File: src/rtl/nutrient_scan_ctrl_if.sv
// ADC request/acknowledge bus shared between the scan controller (master) and the ADC (slave).
interface nutrient_scan_ctrl_if #(
  parameter int unsigned DATA_W = 12
) ();
  logic              adc_req;
  logic [1:0]        adc_ch;
  logic              adc_ack;
  logic [DATA_W-1:0] adc_data;

  modport master (output adc_req, adc_ch, input adc_ack, adc_data);
  modport slave  (input adc_req, adc_ch, output adc_ack, adc_data);
endinterface

File: src/rtl/nutrient_scan_ctrl.sv
// Round-robin N/P/K sampler over one shared ADC, with hysteresis thresholds, multi-round
// confirmation of deficiency flags and a sticky handshake-timeout flag.
module nutrient_scan_ctrl #(
  parameter int unsigned DATA_W   = 12,
  parameter int unsigned SCAN_DIV = 50000,
  parameter int unsigned CONFIRM  = 3,
  parameter int unsigned TIMEOUT  = 255
) (
  input  logic                 clk,
  input  logic                 rst,
  input  logic                 start_en,
  input  logic [DATA_W-1:0]    thr_N,
  input  logic [DATA_W-1:0]    thr_P,
  input  logic [DATA_W-1:0]    thr_K,
  input  logic [DATA_W-1:0]    hyst,
  input  logic                 err_clr,
  nutrient_scan_ctrl_if.master adc,
  output logic                 en_N,
  output logic                 en_P,
  output logic                 en_K,
  output logic                 scan_done,
  output logic                 adc_err
);

  localparam int unsigned TickW = $clog2(SCAN_DIV + 1);
  localparam int unsigned TmoW  = $clog2(TIMEOUT + 1);

  typedef enum logic [2:0] {StIdle, StReq, StWaitAck, StEval, StWaitTick} state_e;

  state_e            state_q, state_d;
  logic [1:0]        ch_q, ch_d;
  logic              req_q, req_d;
  logic [1:0]        adc_ch_q, adc_ch_d;
  logic [DATA_W-1:0] data_q, data_d;
  logic [TmoW-1:0]   tmo_q, tmo_d;
  logic [TickW-1:0]  tick_q, tick_d;
  logic [2:0]        en_q, en_d;
  logic [3:0]        cnt_q [3];
  logic [3:0]        cnt_d [3];
  logic              done_q, done_d;
  logic              err_q, err_d;

  logic [DATA_W-1:0] thr_sel;
  logic [DATA_W:0]   thr_sum;
  logic [DATA_W-1:0] rec_lim;
  logic              is_low, is_rec, qual, round_end;
  logic [3:0]        cnt_nx;

  always_comb begin
    case (ch_q)
      2'd0:    thr_sel = thr_N;
      2'd1:    thr_sel = thr_P;
      default: thr_sel = thr_K;
    endcase
    // Recovery limit saturates at full scale so a high threshold can still clear.
    thr_sum = {1'b0, thr_sel} + {1'b0, hyst};
    rec_lim = thr_sum[DATA_W] ? {DATA_W{1'b1}} : thr_sum[DATA_W-1:0];
    is_low  = data_q < thr_sel;
    is_rec  = data_q >= rec_lim;
  end

  always_comb begin
    state_d   = state_q;
    ch_d      = ch_q;
    req_d     = req_q;
    adc_ch_d  = adc_ch_q;
    data_d    = data_q;
    tmo_d     = tmo_q;
    tick_d    = tick_q;
    en_d      = en_q;
    cnt_d     = cnt_q;
    done_d    = 1'b0;
    err_d     = err_clr ? 1'b0 : err_q;
    round_end = 1'b0;
    qual      = 1'b0;
    cnt_nx    = cnt_q[ch_q] + 4'd1;

    case (state_q)
      StIdle: begin
        if (start_en) begin
          ch_d    = 2'd0;
          state_d = StReq;
        end
      end
      StReq: begin
        req_d    = 1'b1;
        adc_ch_d = ch_q;
        tmo_d    = '0;
        state_d  = StWaitAck;
      end
      StWaitAck: begin
        if (adc.adc_ack) begin
          data_d  = adc.adc_data;
          req_d   = 1'b0;
          state_d = StEval;
        end else if (tmo_q == TmoW'(TIMEOUT - 1)) begin
          req_d = 1'b0;
          err_d = 1'b1;
          if (ch_q == 2'd2) begin
            round_end = 1'b1;
          end else begin
            ch_d    = ch_q + 2'd1;
            state_d = StReq;
          end
        end else begin
          tmo_d = tmo_q + TmoW'(1);
        end
      end
      StEval: begin
        qual = en_q[ch_q] ? is_rec : is_low;
        if (!qual) begin
          cnt_d[ch_q] = '0;
        end else if (cnt_nx == 4'(CONFIRM)) begin
          en_d[ch_q]  = ~en_q[ch_q];
          cnt_d[ch_q] = '0;
        end else begin
          cnt_d[ch_q] = cnt_nx;
        end
        if (ch_q == 2'd2) begin
          round_end = 1'b1;
        end else begin
          ch_d    = ch_q + 2'd1;
          state_d = StReq;
        end
      end
      StWaitTick: begin
        if (!start_en) begin
          tick_d  = '0;
          state_d = StIdle;
        end else if (tick_q == TickW'(SCAN_DIV - 1)) begin
          tick_d  = '0;
          ch_d    = 2'd0;
          state_d = StReq;
        end else begin
          tick_d = tick_q + TickW'(1);
        end
      end
      default: state_d = StIdle;
    endcase

    if (round_end) begin
      done_d  = 1'b1;
      tick_d  = '0;
      state_d = start_en ? StWaitTick : StIdle;
    end
  end

  always_ff @(posedge clk or negedge rst) begin
    if (!rst) begin
      state_q  <= StIdle;
      ch_q     <= '0;
      req_q    <= 1'b0;
      adc_ch_q <= '0;
      data_q   <= '0;
      tmo_q    <= '0;
      tick_q   <= '0;
      en_q     <= '0;
      cnt_q    <= '{default: '0};
      done_q   <= 1'b0;
      err_q    <= 1'b0;
    end else begin
      state_q  <= state_d;
      ch_q     <= ch_d;
      req_q    <= req_d;
      adc_ch_q <= adc_ch_d;
      data_q   <= data_d;
      tmo_q    <= tmo_d;
      tick_q   <= tick_d;
      en_q     <= en_d;
      cnt_q    <= cnt_d;
      done_q   <= done_d;
      err_q    <= err_d;
    end
  end

  assign adc.adc_req = req_q;
  assign adc.adc_ch  = adc_ch_q;
  assign en_N        = en_q[0];
  assign en_P        = en_q[1];
  assign en_K        = en_q[2];
  assign scan_done   = done_q;
  assign adc_err     = err_q;

endmodule

File: src/flat_wrapper.sv
// flat-port wrapper written by rule: the top's interface ports become plain ports
module nutrient_scan_ctrl_flat 
#(
  parameter int unsigned DATA_W   = 12,
  parameter int unsigned SCAN_DIV = 50000,
  parameter int unsigned CONFIRM  = 3,
  parameter int unsigned TIMEOUT  = 255
)
  (clk, rst, start_en, thr_N, thr_P, thr_K, hyst, err_clr, en_N, en_P, en_K, scan_done, adc_err, adc_adc_req, adc_adc_ch, adc_adc_ack, adc_adc_data);
  nutrient_scan_ctrl_if #(.DATA_W(DATA_W)) adc_i ();
  input  logic clk;
  input  logic rst;
  input  logic start_en;
  input  logic [DATA_W-1:0] thr_N;
  input  logic [DATA_W-1:0] thr_P;
  input  logic [DATA_W-1:0] thr_K;
  input  logic [DATA_W-1:0] hyst;
  input  logic err_clr;
  output logic en_N;
  output logic en_P;
  output logic en_K;
  output logic scan_done;
  output logic adc_err;
  output wire logic [$bits(adc_i.adc_req)-1:0] adc_adc_req;
  output wire logic [$bits(adc_i.adc_ch)-1:0] adc_adc_ch;
  input wire logic [$bits(adc_i.adc_ack)-1:0] adc_adc_ack;
  input wire logic [$bits(adc_i.adc_data)-1:0] adc_adc_data;
  assign adc_adc_req = adc_i.adc_req;
  assign adc_adc_ch = adc_i.adc_ch;
  assign adc_i.adc_ack = adc_adc_ack;
  assign adc_i.adc_data = adc_adc_data;
  nutrient_scan_ctrl #(.DATA_W(DATA_W), .SCAN_DIV(SCAN_DIV), .CONFIRM(CONFIRM), .TIMEOUT(TIMEOUT)) u_core (.clk(clk), .rst(rst), .start_en(start_en), .thr_N(thr_N), .thr_P(thr_P), .thr_K(thr_K), .hyst(hyst), .err_clr(err_clr), .adc(adc_i), .en_N(en_N), .en_P(en_P), .en_K(en_K), .scan_done(scan_done), .adc_err(adc_err));
endmodule
File: config.mk
export PLATFORM = sky130hd
export DESIGN_NAME = nutrient_scan_ctrl_flat
export DESIGN_NICKNAME = d
export VERILOG_FILES = /design/src/rtl/nutrient_scan_ctrl_if.sv /design/src/rtl/nutrient_scan_ctrl.sv /design/src/flat_wrapper.sv
export SDC_FILE = /design/constraint.sdc
export NUM_CORES = 1
export LEC_CHECK = 0
export ABC_AREA = 1
export BUFFER_PORTS_ARGS = -buffer_cell sky130_fd_sc_hd__buf_2
export CAP_MARGIN = 5
export CORE_UTILIZATION = 55
export DETAILED_ROUTE_END_ITERATION = 10
export HOLD_SLACK_MARGIN = 0.12
export PLACE_DENSITY = 0.82
export SYNTH_ARGS = -nofsm -noshare
export SYNTH_HDL_FRONTEND = slang
export SYNTH_SLANG_ARGS = --single-unit
File: constraint.sdc
create_clock -name clk -period 6.1 [get_ports clk]
set_clock_uncertainty 0.05 [all_clocks]
set_input_delay 0.305 -clock clk [delete_from_list [all_inputs] [get_ports clk]]
set_output_delay 0.305 -clock clk [all_outputs]
set_load 0.02 [all_outputs]
* Word-level counts from Yosys, hierarchy flattened
Cells that the tools add are included.
Storage, ports and cells: word-level logic and storage cells 111, bits in registers 61, input port bits 65
Operators by class: magnitude comparators 6, eq/ne operators 19, bitwise operators 4, muxes and demuxes 51, add/sub/neg operators 5, reductions and logical operators 13
Operator list (count):
- $mux W16 | 4
- $mux W12 | 3
- $mux W3 | 8
- $pmux W12 S2 | 1
- $add A16 B1 Y16 const B | 1
- $eq A16 B16 Y1 const B | 1
- $mux W8 | 2
- $pmux W8 S2 | 1
- $pmux W3 S5 | 1
- $add A12 B12 Y13 | 1
- $mux W1 | 13
- $and A12 B12 Y12 | 1
- $bwmux W12 | 1
- $ge A12 B12 Y1 | 1
- $lt A12 B12 Y1 | 1
- $mux W2 | 6
- $mux W4 | 3
- $not A12 Y12 | 1
- $reduce_and A3 Y1 | 3
- $add A8 B1 Y8 const B | 1
- $bmux W4 S2 | 1
- $demux W4 S2 | 1
- $eq A8 B8 Y1 const B | 1
- $ne A2 B2 Y1 const B | 4
- other kinds (29) | 37

* Logic depth before layout (Yosys ltp)
Gate-level depths: netlist (run 1).
word-level depth 9, mapped depth 27, depth with buffers taken out 26

* Worst setup path after synthesis (run 1)
Ideal clock, no wire load.
path kind reg2reg, start point reg u_core.ch_q[0], end point reg u_core.cnt_q[9] (netlist bit), data required time 5985 ps, library setup time 65 ps, clock period less this slack 4410 ps, arrival time 4295 ps, stages on the path, launching flop included 28, setup slack 1690 ps, cells stage by stage dfrtp_1 > inv_2 > ha_1 > clkbuf_1 > buf_1 > a22o_1 > a21oi_1 > inv_1 > ha_1 > nand2_1 > o21ai_1 > a21oi_1 > o21ai_1 > a21oi_1 > o21bai_1 > buf_2 > nor2_1 > ha_1 > a21oi_1 > o21ai_0 > a21oi_1 > nand4_2 > nand2_1 > buf_2 > nand2_1 > nand2_1 > nand2_1 > nand2_1
On the way: cells in the longest elaborated chain, start to end 9, elaborated cells between the ends (all ways) 26
Ends and longest elaborated chain:
- start, declared | line nutrient_scan_ctrl.sv:31 | logic [1:0] ch_q, ch_d;
- start signal, assigned | line nutrient_scan_ctrl.sv:163 | ch_q <= ch_d;
- parallel branches: the longest is 8 deep, another holds $add A12 B12 Y13
- $mux W12 (*) | line nutrient_scan_ctrl.sv:111 | if (!qual) begin
- end signal, assigned | line nutrient_scan_ctrl.sv:170 | cnt_q <= cnt_d;
- end, declared | line nutrient_scan_ctrl.sv:38 | logic [3:0] cnt_q [3];
Mark *: on every way between the ends. The select of a mux whose other input is x is not followed. A chain may end at the register's enable or synchronous reset.

* Worst setup path in the final report (run 1)
start point reg u_core.ch_q[0], end point reg u_core.cnt_q[11] (netlist bit)
The elaborated chain is that of the path after synthesis.

==> results of run 1 <==
[per-layer routing]
layer	track usage	share of wire	up-vias
met4	0.103	0.015	0
li1	-	-	2443
met1	0.350	0.44	2258
met3	0.0474	0.062	23
met2	0.487	0.48	166
met5	0	0	-
[tightest hold or removal path, stage by stage]
cell and delay (ns):
buf_2 0.08, nand2_1 0.05, nand2_1 0.06
[power breakdown]
| group | total (mW) | internal [mW] | leakage [nW] | switching [mW] |
|---|---|---|---|---|
| registers | 0.632 | 0.522 | 0.812 | 0.110 |
| logic | 1.82 | 0.640 | 2.07 | 1.18 |
| clock network | 0.346 | 0.192 | 0.0949 | 0.154 |
[cell usage in the layout (no fill, tap or decap), types with 2 or more instances in the layout]
cell	netlist	routed
buf_2	5	72
nor3_4	2	2
or2_2	3	3
xnor2_1	5	5
o21ai_1	8	8
ha_1	43	41
ha_2	0	2
clkinvlp_4	0	2
dlygate4sd3_1	0	4
inv_2	10	10
nor2_2	2	2
xor2_1	6	6
clkbuf_8	0	13
nand4_2	2	2
nand2_2	8	8
o21ai_0	21	21
buf_4	2	2
nand3_1	48	48
a22o_1	12	12
nor2_1	64	64
inv_1	80	80
a31oi_1	2	2
o211ai_1	3	3
o22ai_1	4	4
nor3_1	14	14
dfrtp_1	61	61
nand4_1	11	11
nand2_1	203	203
a21oi_1	55	55
[flip-flops by register name, indices dropped and copies added, names as in the netlist]
| register | cells |
|---|---|
| u_core.adc.adc_req | 1 |
| u_core.tick_q | 16 |
| u_core.cnt_q | 12 |
| u_core.adc.adc_ch | 2 |
| u_core.adc_err | 1 |
| u_core.state_q | 3 |
| u_core.en_q | 3 |
| u_core.data_q | 12 |
| u_core.tmo_q | 8 |
| u_core.ch_q | 2 |
| u_core.scan_done | 1 |
[worst paths after layout]
path                                              from                      endpoint  cells past startpoint
min in group asynchronous                          rst  u_core.tick_q[3]$_DFFE_PN0P_                      3
setup / recovery            u_core.ch_q[0]$_DFFE_PN0P_  u_core.cnt_q[11]$_DFFE_PN0P_                     24
setup reg to reg            u_core.ch_q[0]$_DFFE_PN0P_  u_core.cnt_q[11]$_DFFE_PN0P_                     24
hold / removal                         adc_adc_data[8]  u_core.data_q[8]$_DFFE_PN0P_                      3
max in group asynchronous                          rst   u_core.tmo_q[6]$_DFFE_PN0P_                      3
hold reg to reg            u_core.cnt_q[4]$_DFFE_PN0P_   u_core.cnt_q[4]$_DFFE_PN0P_                      2
[area by class of cell]
class / instances / area (sq um)
flip-flops and latches: 61 / 1530
inverters: 90 / 338
fillers: 732 / 2840
repair buffers: 78 / 415
clock inverters: 2 / 15.0
well taps: 105 / 131
multi-input cells: 532 / 2900
clock buffers: 14 / 183
[cells in the mapped netlist, types with 2 or more instances]
cell type	count	area [sq um]
dfrtp_1	61	1530
buf_4	2	15.0
nand2_2	8	50.1
ha_1	43	538
nand2_1	203	762
inv_1	80	300
a31oi_1	2	12.5
a21oi_1	55	275
o21ai_0	21	105
xnor2_1	5	43.8
or2_2	3	18.8
o22ai_1	4	25.0
a22o_1	12	105
nor2_1	64	240
buf_2	5	25.0
nand3_1	48	240
xor2_1	6	52.6
inv_2	10	37.5
nor3_4	2	32.5
nor3_1	14	70.1
clkbuf_1	6	22.5
nor2_2	2	12.5
o211ai_1	3	22.5
nand4_1	11	68.8
nand4_2	2	25.0
o21ai_1	8	40.0
[logic make-up (layout without fill, tap and decap cells)]
kind of cell               after synthesis  count (layout)  synth area share
and+or+nand+nor                        364             364             0.328
AOI/OAI and AO/OA                      113             113             0.135
DFF                                     61              61             0.316
xor gates and xnor gates                11              11            0.0200
adders and majority gates               44              44             0.116
buffers and inverters                  105             184            0.0860
[metrics by stage]
stage	utilization	setup slack (ns)	total power, mW
global route	0.660	0.115	3.09
global placement	0.630	0.550	2.35
finish	0.660	0.615	2.80
detailed placement	0.630	0.253	2.42
floorplan	-	1.69	2.04
CTS	0.659	0.207	2.78
[what timing repair did]
item                                   in CTS  in global routing
endpoints found under the hold margin      64                  0
setup endpoints to repair                   0                 14
resized for setup                           0                  3
hold buffers                                4                  0
==> impl_metrics.json, run 1 <==
{
  "rsz0062_at_grt": "no",
  "yosys_register_bits": 61,
  "synth_top_flop_cell": "dfrtp_1",
  "grt_pass1_wl_um": 20100,
  "ios": 73,
  "core-area_sq_um": 8340,
  "peakVddDrop_mv": 0.223,
  "drv_slew": 0,
  "drc": 0,
  "syn-instance-count": 698,
  "finalHoldViolCount": 0,
  "synth_area_per_cell_sq_um": 6.92,
  "tns_ns": 0,
  "slew_headroom": 0.359,
  "path_buf_inv": 3,
  "synth_area_sq_um": 4830,
  "cp_top_family": "compound AO/OA/AOI/OAI gates",
  "setup_viol": 0,
  "cp.arrival_ns": 5.72,
  "synth_edf_count": 0,
  "grt_pass1_vias": 4678,
  "status": "completed",
  "drt-vias-per-instance": 5.54,
  "cp-start-kind": "flop",
  "whs_ns": 0.126,
  "die_area_sq_um": 9160,
  "postCtsSetupRepairBufs": 0,
  "cpMostUsedCell": "nand2_1",
  "clk_latency_ns": 0.34,
  "clock_sinks": 61,
  "ant_nets": 0,
  "clock-root-buffer": "clkbuf_8",
  "clk_pin_slew_worst_paths_ns": 0.06,
  "final_cells": 882,
  "seq_area_frac_synth": 0.316,
  "grt_usage": 0.280,
  "clk_path_buf_depth": 2,
  "slowest_delay_ns": 0.53,
  "stdcell_area_sq_um": 5500,
  "drv_cap": 0,
  "path_max_fanout": 21,
  "finalWeightedCongestion": 0.930,
  "final_nets": 881,
  "hold_path_class": "in2reg",
  "grt_max_degree": 62,
  "die_y_um": 95.7,
  "max_freq_mhz": 182,
  "layout_min_cycle_time_ns": 5.48,
  "critPathCaptureType": "flop",
  "dr.pass1.iters": 5,
  "cts_buffers": 9,
  "tightest_slew_ns": 0.958,
  "power.density_nw_per_um2": 509,
  "row_count": 33,
  "place_hpwl_um": 9140,
  "cts_tree": "built",
  "grt_overflow_total": 0,
  "reg2reg_slack_ns": 0.62,
  "async_reset_ff_frac": 1.00,
  "place_inst": 862,
  "drt_iter0_markers": 388,
  "via_count": 4890,
  "antenna_found_initial": 0,
  "path_class": "reg2reg",
  "period_share": 0.899,
  "crit_required_ns": 6.33,
  "syn_nets": 807,
  "wl_per_cell_um": 13.4,
  "dieWidth_um": 95.7,
  "synth_cell_types": 44,
  "slowest_stage": "nand2_1",
  "routed_wl_um": 11800,
  "drive_above_1_share": 0.160,
  "place_area_sq_um": 5260,
  "diodes": 0,
  "p_leak_nw": 2.98,
  "crit_chain": "inv_2, ha_2, nor2_1, buf_4, a21oi_1, inv_1, ha_1, nand2_1, o21ai_1, a21oi_1, o21ai_1, a21oi_1, o21bai_2, nor2_1, ha_1, a21oi_1, o21ai_0, a21oi_1, nand4_2, nand2_1, nand2_1, nand2_1, nand2_1, nand2_1",
  "synth_warnings": 0,
  "area_growth_syn_to_layout_pct": 14.0,
  "h-tree-depth": 3,
  "start_util": 0.579,
  "io_buffer_count": 72
}
Power figures use the tool's default switching activity.
==> run 2: changes to the inputs <==
- clock period: 6.1 -> 6.05 ns (I/O delays scaled with it)
==> run 2 against run 1 <==
Against the previous run: sequential power up 0.9%; critical path depth increased by 2; clock power fell by 10%; maximum frequency rose by 0.22%; wire length is 2.0% higher; final cell count grew 0.11%; setup slack lost 0.038 ns; global-route usage grew 0.38 points; via count down 0.80%; combinational power is essentially flat; non-clock buffer count rose by 1; critical path type unchanged; highest routed layer unchanged.
==> impl_metrics.json, run 2 (same netlist as run 1, synthesis figures left out) <==
{
  "grt_usage": 0.284,
  "clock-root-buffer": "clkbuf_8",
  "io_buffer_count": 72,
  "final.fill_count": 754,
  "grt_overflow_total": 0,
  "dr.pass1.iters": 6,
  "drive_above_1_share": 0.158,
  "clk_path_buf_depth": 2,
  "clk_pin_slew_worst_paths_ns": 0.07,
  "drt-vias-per-instance": 5.49,
  "status": "completed",
  "regMostFlops": "u_core.tick_q",
  "whs_ns": 0.128,
  "crit_required_ns": 6.28,
  "die_y_um": 95.7,
  "core-area_sq_um": 8340,
  "cts_buffers": 9,
  "power_mw": 2.79,
  "drt_iter0_markers": 334,
  "finalWeightedCongestion": 0.893,
  "setup_viol": 0,
  "grt_pass1_wl_um": 20200,
  "dieWidth_um": 95.7,
  "p_leak_nw": 2.97,
  "clk_latency_ns": 0.35,
  "period_share": 0.905,
  "tns_ns": 0,
  "path_max_fanout": 21,
  "slew_headroom": 0.376,
  "reg_top3": "u_core.tick_q: 16 flops, u_core.cnt_q: 12 flops, u_core.data_q: 12 flops",
  "pre_cts_ws_ns": 0.508,
  "die_area_sq_um": 9160,
  "row_count": 33,
  "grt_max_degree": 62,
  "finalHoldViolCount": 0,
  "wl_per_cell_um": 13.6,
  "layout_min_cycle_time_ns": 5.47,
  "layout_common_cells": "nand2_1 (203), inv_1 (80), buf_2 (72)",
  "postCtsSetupRepairBufs": 0,
  "tightest_slew_ns": 0.932,
  "clock_sinks": 61,
  "routed_wl_um": 12000,
  "diodes": 0,
  "drc": 0,
  "h-tree-depth": 3,
  "cp.arrival_ns": 5.70,
  "largest_register_ffs": 16,
  "place_area_sq_um": 5270,
  "ant_nets": 0,
  "start_util": 0.579,
  "area_growth_syn_to_layout_pct": 13.3,
  "grt_pass1_vias": 4661,
  "stdcell_area_sq_um": 5470,
  "max_freq_mhz": 183,
  "cts_tree": "built",
  "place_hpwl_um": 9160,
  "power.density_nw_per_um2": 511,
  "ios": 73,
  "hold_path_class": "in2reg",
  "setup_ws_ns": 0.578,
  "drv_slew": 0,
  "rsz0062_at_grt": "no",
  "drv_cap": 0,
  "path_class": "reg2reg",
  "critPathCaptureType": "flop",
  "via_count": 4851,
  "mostFrequentLayoutCell": "nand2_1",
  "cp-start-kind": "flop",
  "final_nets": 882,
  "antenna_found_initial": 0,
  "peakVddDrop_mv": 0.247
}
run 2: final cells by class:
cell class              instances  area (sq um)  share of cell area
clock buffers                  11           131              0.0240
clock inverters                 5          27.5             0.00503
multi-input cells             532          2890               0.529
inverters                      90           338              0.0618
repair buffers                 79           423              0.0773
flip-flops and latches         61          1530               0.279
well taps                     105           131              0.0240
run 2: repair_timing:
action | in CTS | in global routing
hold endpoints to repair | 64 | 0
gates resized for setup | 0 | 2
hold buffers | 4 | 0
setup endpoints to repair | 0 | 12
run 2: worst paths after layout:
kind | end | cells past startpoint | from | slack (ns)
worst min register to register | u_core.cnt_q[11]$_DFFE_PN0P_ | 2 | u_core.cnt_q[11]$_DFFE_PN0P_ | 0.43
max in group asynchronous | u_core.adc_err$_DFF_PN0_ | 3 | rst | 4.83
worst max register to register | u_core.cnt_q[9]$_DFFE_PN0P_ | 26 | u_core.ch_q[0]$_DFFE_PN0P_ | 0.58
min in group asynchronous | u_core.tick_q[3]$_DFFE_PN0P_ | 3 | rst | 0.58
worst max-delay path | u_core.cnt_q[9]$_DFFE_PN0P_ | 26 | u_core.ch_q[0]$_DFFE_PN0P_ | 0.58
worst min-delay path | u_core.data_q[1]$_DFFE_PN0P_ | 3 | adc_adc_data[1] | 0.13
run 2: report_power, final:
| part | internal, mW | switching, mW | leakage (nW) |
|---|---|---|---|
| clock | 0.146 | 0.165 | 0.0829 |
| sequential | 0.526 | 0.112 | 0.812 |
| combinational | 0.651 | 1.19 | 2.08 |
| total | 1.32 | 1.47 | 2.97 |
run 2: critical path, cell delays in order (launching register included):
cell	delay [ns]
dfrtp_1	0.48
inv_2	0.14
ha_2	0.36
nor2_1	0.15
buf_4	0.21
nand2_1	0.07
nand2_1	0.10
ha_1	0.17
inv_1	0.06
fa_1	0.41
o21ai_1	0.30
a21oi_1	0.16
o21ai_1	0.21
a21oi_1	0.10
o21bai_1	0.12
buf_4	0.18
nor2_1	0.07
ha_1	0.29
a21oi_1	0.16
o21ai_0	0.12
a21oi_1	0.17
nand4_2	0.44
nand2_1	0.55
nand2_1	0.10
nand2_1	0.07
nand2_1	0.05
nand2_1	0.07
run 2: per-stage QoR:
step	cells	util
2_1_floorplan	698	-
3_3_place_gp	863	0.631
3_5_place_dp	863	0.631
4_1_cts	883	0.655
5_1_grt	883	0.656
6_report	883	0.656
run 2: metal layers:
metal | share of wire | global-route usage | vias up
met1 | 0.44 | 0.355 | 2231
met5 | 0 | 0 | -
met2 | 0.49 | 0.503 | 158
li1 | - | - | 2436
met4 | 0.020 | 0.0896 | 0
met3 | 0.051 | 0.0442 | 26
==> run 3: changes to the inputs <==
- CORE_UTILIZATION: 55 -> 48
- PLACE_DENSITY: 0.82 -> 0.74
- SKIP_CTS_REPAIR_TIMING: not set -> 1
==> run 3 against run 2 <==
Against the previous run: sequential power about the same; global-route usage decreased by 2.8 points; die area increased by 14%; critical path depth unchanged; setup slack improved by 0.095 ns; maximum frequency increased by 1.8%; design area increased by 1.3%; worst hold slack got worse by 0.085 ns; non-clock buffer count unchanged; sequential cell count unchanged; largest power group unchanged.
==> impl_metrics.json, run 3 (same netlist as run 1, synthesis figures left out) <==
{
  "cts_tree": "built",
  "h-tree-depth": 3,
  "io_buffer_count": 72,
  "die_y_um": 102,
  "largest_register_ffs": 16,
  "setup_viol": 0,
  "drv_slew": 0,
  "drt_iter0_markers": 191,
  "whs_ns": 0.0431,
  "grt_max_degree": 62,
  "path_max_fanout": 19,
  "crit_required_ns": 6.28,
  "start_util": 0.494,
  "intPower_mw": 1.37,
  "place_inst": 892,
  "path_class": "reg2reg",
  "cp.arrival_ns": 5.61,
  "final_cells": 911,
  "drc": 0,
  "diodes": 0,
  "clk_pin_slew_worst_paths_ns": 0.08,
  "clock_sinks": 61,
  "core-area_sq_um": 9770,
  "row_count": 36,
  "final_util": 0.567,
  "reg2reg_slack_ns": 0.67,
  "pwr-share-comb": 0.645,
  "tns_ns": 0,
  "max_freq_mhz": 186,
  "clk_path_buf_depth": 2,
  "place_hpwl_um": 9570,
  "tightest_slew_ns": 0.947,
  "grt_pass1_wl_um": 20900,
  "finalHoldViolCount": 0,
  "dr.pass1.iters": 5,
  "timing.rr.start": "u_core.ch_q[1]$_DFFE_PN0P_",
  "antenna_found_initial": 0,
  "cp-start-kind": "flop",
  "reg2reg_depth": 26,
  "ant_nets": 0,
  "p_clk_frac": 0.131,
  "layout_min_cycle_time_ns": 5.38,
  "rsz0062_at_grt": "no",
  "ios": 73,
  "critPathCaptureType": "flop",
  "wl_per_cell_um": 13.6,
  "clock-root-buffer": "clkbuf_8",
  "cpMostUsedCell": "nand2_1",
  "netSwitchingPower_mw": 1.50,
  "mostFrequentLayoutCell": "nand2_1",
  "grt_usage": 0.256,
  "hold_path_class": "in2async",
  "slew_headroom": 0.366,
  "regMostFlops": "u_core.tick_q",
  "drive_above_1_share": 0.161,
  "routed_wl_um": 12400,
  "p_leak_nw": 2.99,
  "grt_overflow_total": 0,
  "drt-vias-per-instance": 5.30,
  "area_growth_syn_to_layout_pct": 14.7,
  "dieWidth_um": 102,
  "finalWeightedCongestion": 0.955,
  "die_area_sq_um": 10500,
  "layout_common_cells": "nand2_1 (203), inv_1 (80), buf_2 (72)",
  "clk_latency_ns": 0.35,
  "via_count": 4831,
  "slowest_stage": "nand2_1",
  "status": "completed",
  "peakVddDrop_mv": 0.238,
  "r2r-end": "u_core.cnt_q[9]$_DFFE_PN0P_",
  "cts_buffers": 9,
  "final_nets": 882,
  "seqPwrFrac": 0.223,
  "drv_cap": 0,
  "period_share": 0.889,
  "switching_share": 0.523,
  "slowest_delay_ns": 0.51,
  "reg_top3": "u_core.tick_q: 16 flops, u_core.cnt_q: 12 flops, u_core.data_q: 12 flops",
  "power.density_nw_per_um2": 517,
  "grt_pass1_vias": 4671
}
run 3: cell count changes in the layout (fill, tap and decap cells not counted), sizes merged:
| cell | previous run | this run |
|---|---|---|
| clkinv | 4 | 2 |
| dlygate4sd3 | 4 | 3 |
| clkinvlp | 1 | 3 |
| buf | 75 | 76 |
| clkbuf | 11 | 9 |
| bufinv | 0 | 1 |
| inv | 90 | 91 |
run 3: how the worst max path moves through the flow:
| stage | startpoint | end | slack [ns] | depth (start not counted) |
|---|---|---|---|---|
| 2_1_floorplan | u_core.ch_q[0]$_DFFE_PN0P_ | u_core.cnt_q[9]$_DFFE_PN0P_ | 1.64 | 27 |
| 3_3_place_gp | u_core.ch_q[1]$_DFFE_PN0P_ | u_core.cnt_q[10]$_DFFE_PN0P_ | 0.71 | 26 |
| 3_5_place_dp | u_core.ch_q[1]$_DFFE_PN0P_ | u_core.cnt_q[9]$_DFFE_PN0P_ | 0.44 | 26 |
| 4_1_cts | u_core.ch_q[1]$_DFFE_PN0P_ | u_core.cnt_q[9]$_DFFE_PN0P_ | 0.42 | 26 |
| 5_1_grt | u_core.ch_q[1]$_DFFE_PN0P_ | u_core.cnt_q[10]$_DFFE_PN0P_ | 0.03 | 26 |
| 6_report | u_core.ch_q[1]$_DFFE_PN0P_ | u_core.cnt_q[9]$_DFFE_PN0P_ | 0.67 | 26 |
run 3: layer usage:
metal	GRT usage	wire length (um)
met3	0.0383	603
met2	0.441	5930
met5	0	0
met1	0.329	5670
met4	0.0868	182
run 3: layout make-up:
type	count	area, sq um
fill	965	4230
multi-input combinational	532	2890
sequential	61	1530
timing repair buffer	79	420
inverter	90	338
tap	133	166
clock buffer	9	124
clock inverter	7	75.1
run 3: through the flow:
step                      setup slack (ns)  power, mW  instance area (sq um)
final                                0.672       2.86                   5540
after floorplan                       1.64       2.05                   4830
after global placement               0.710       2.41                   5310
after CTS                            0.418       2.85                   5510
after global routing                0.0317       3.17                   5540
after detailed placement             0.438       2.46                   5310
run 3: critical path, delay by kind of cell, from the launching register on:
kind,cells,cell delay (ns)
AOI/OAI and AO/OA,8,1.47
adders and majority gates,4,1.34
buffers and inverters,4,0.50
DFF,1,0.42
and+or+nand+nor,10,1.49
run 3: power groups by stage:
stage / clock, mW / sequential (mW) / combinational, mW
after floorplan: 0 / 0.633 / 1.42
after detailed placement: 0 / 0.645 / 1.82
after global routing: 0.400 / 0.655 / 2.12
final: 0.376 / 0.640 / 1.85
after global placement: 0 / 0.638 / 1.77
after CTS: 0.381 / 0.638 / 1.83
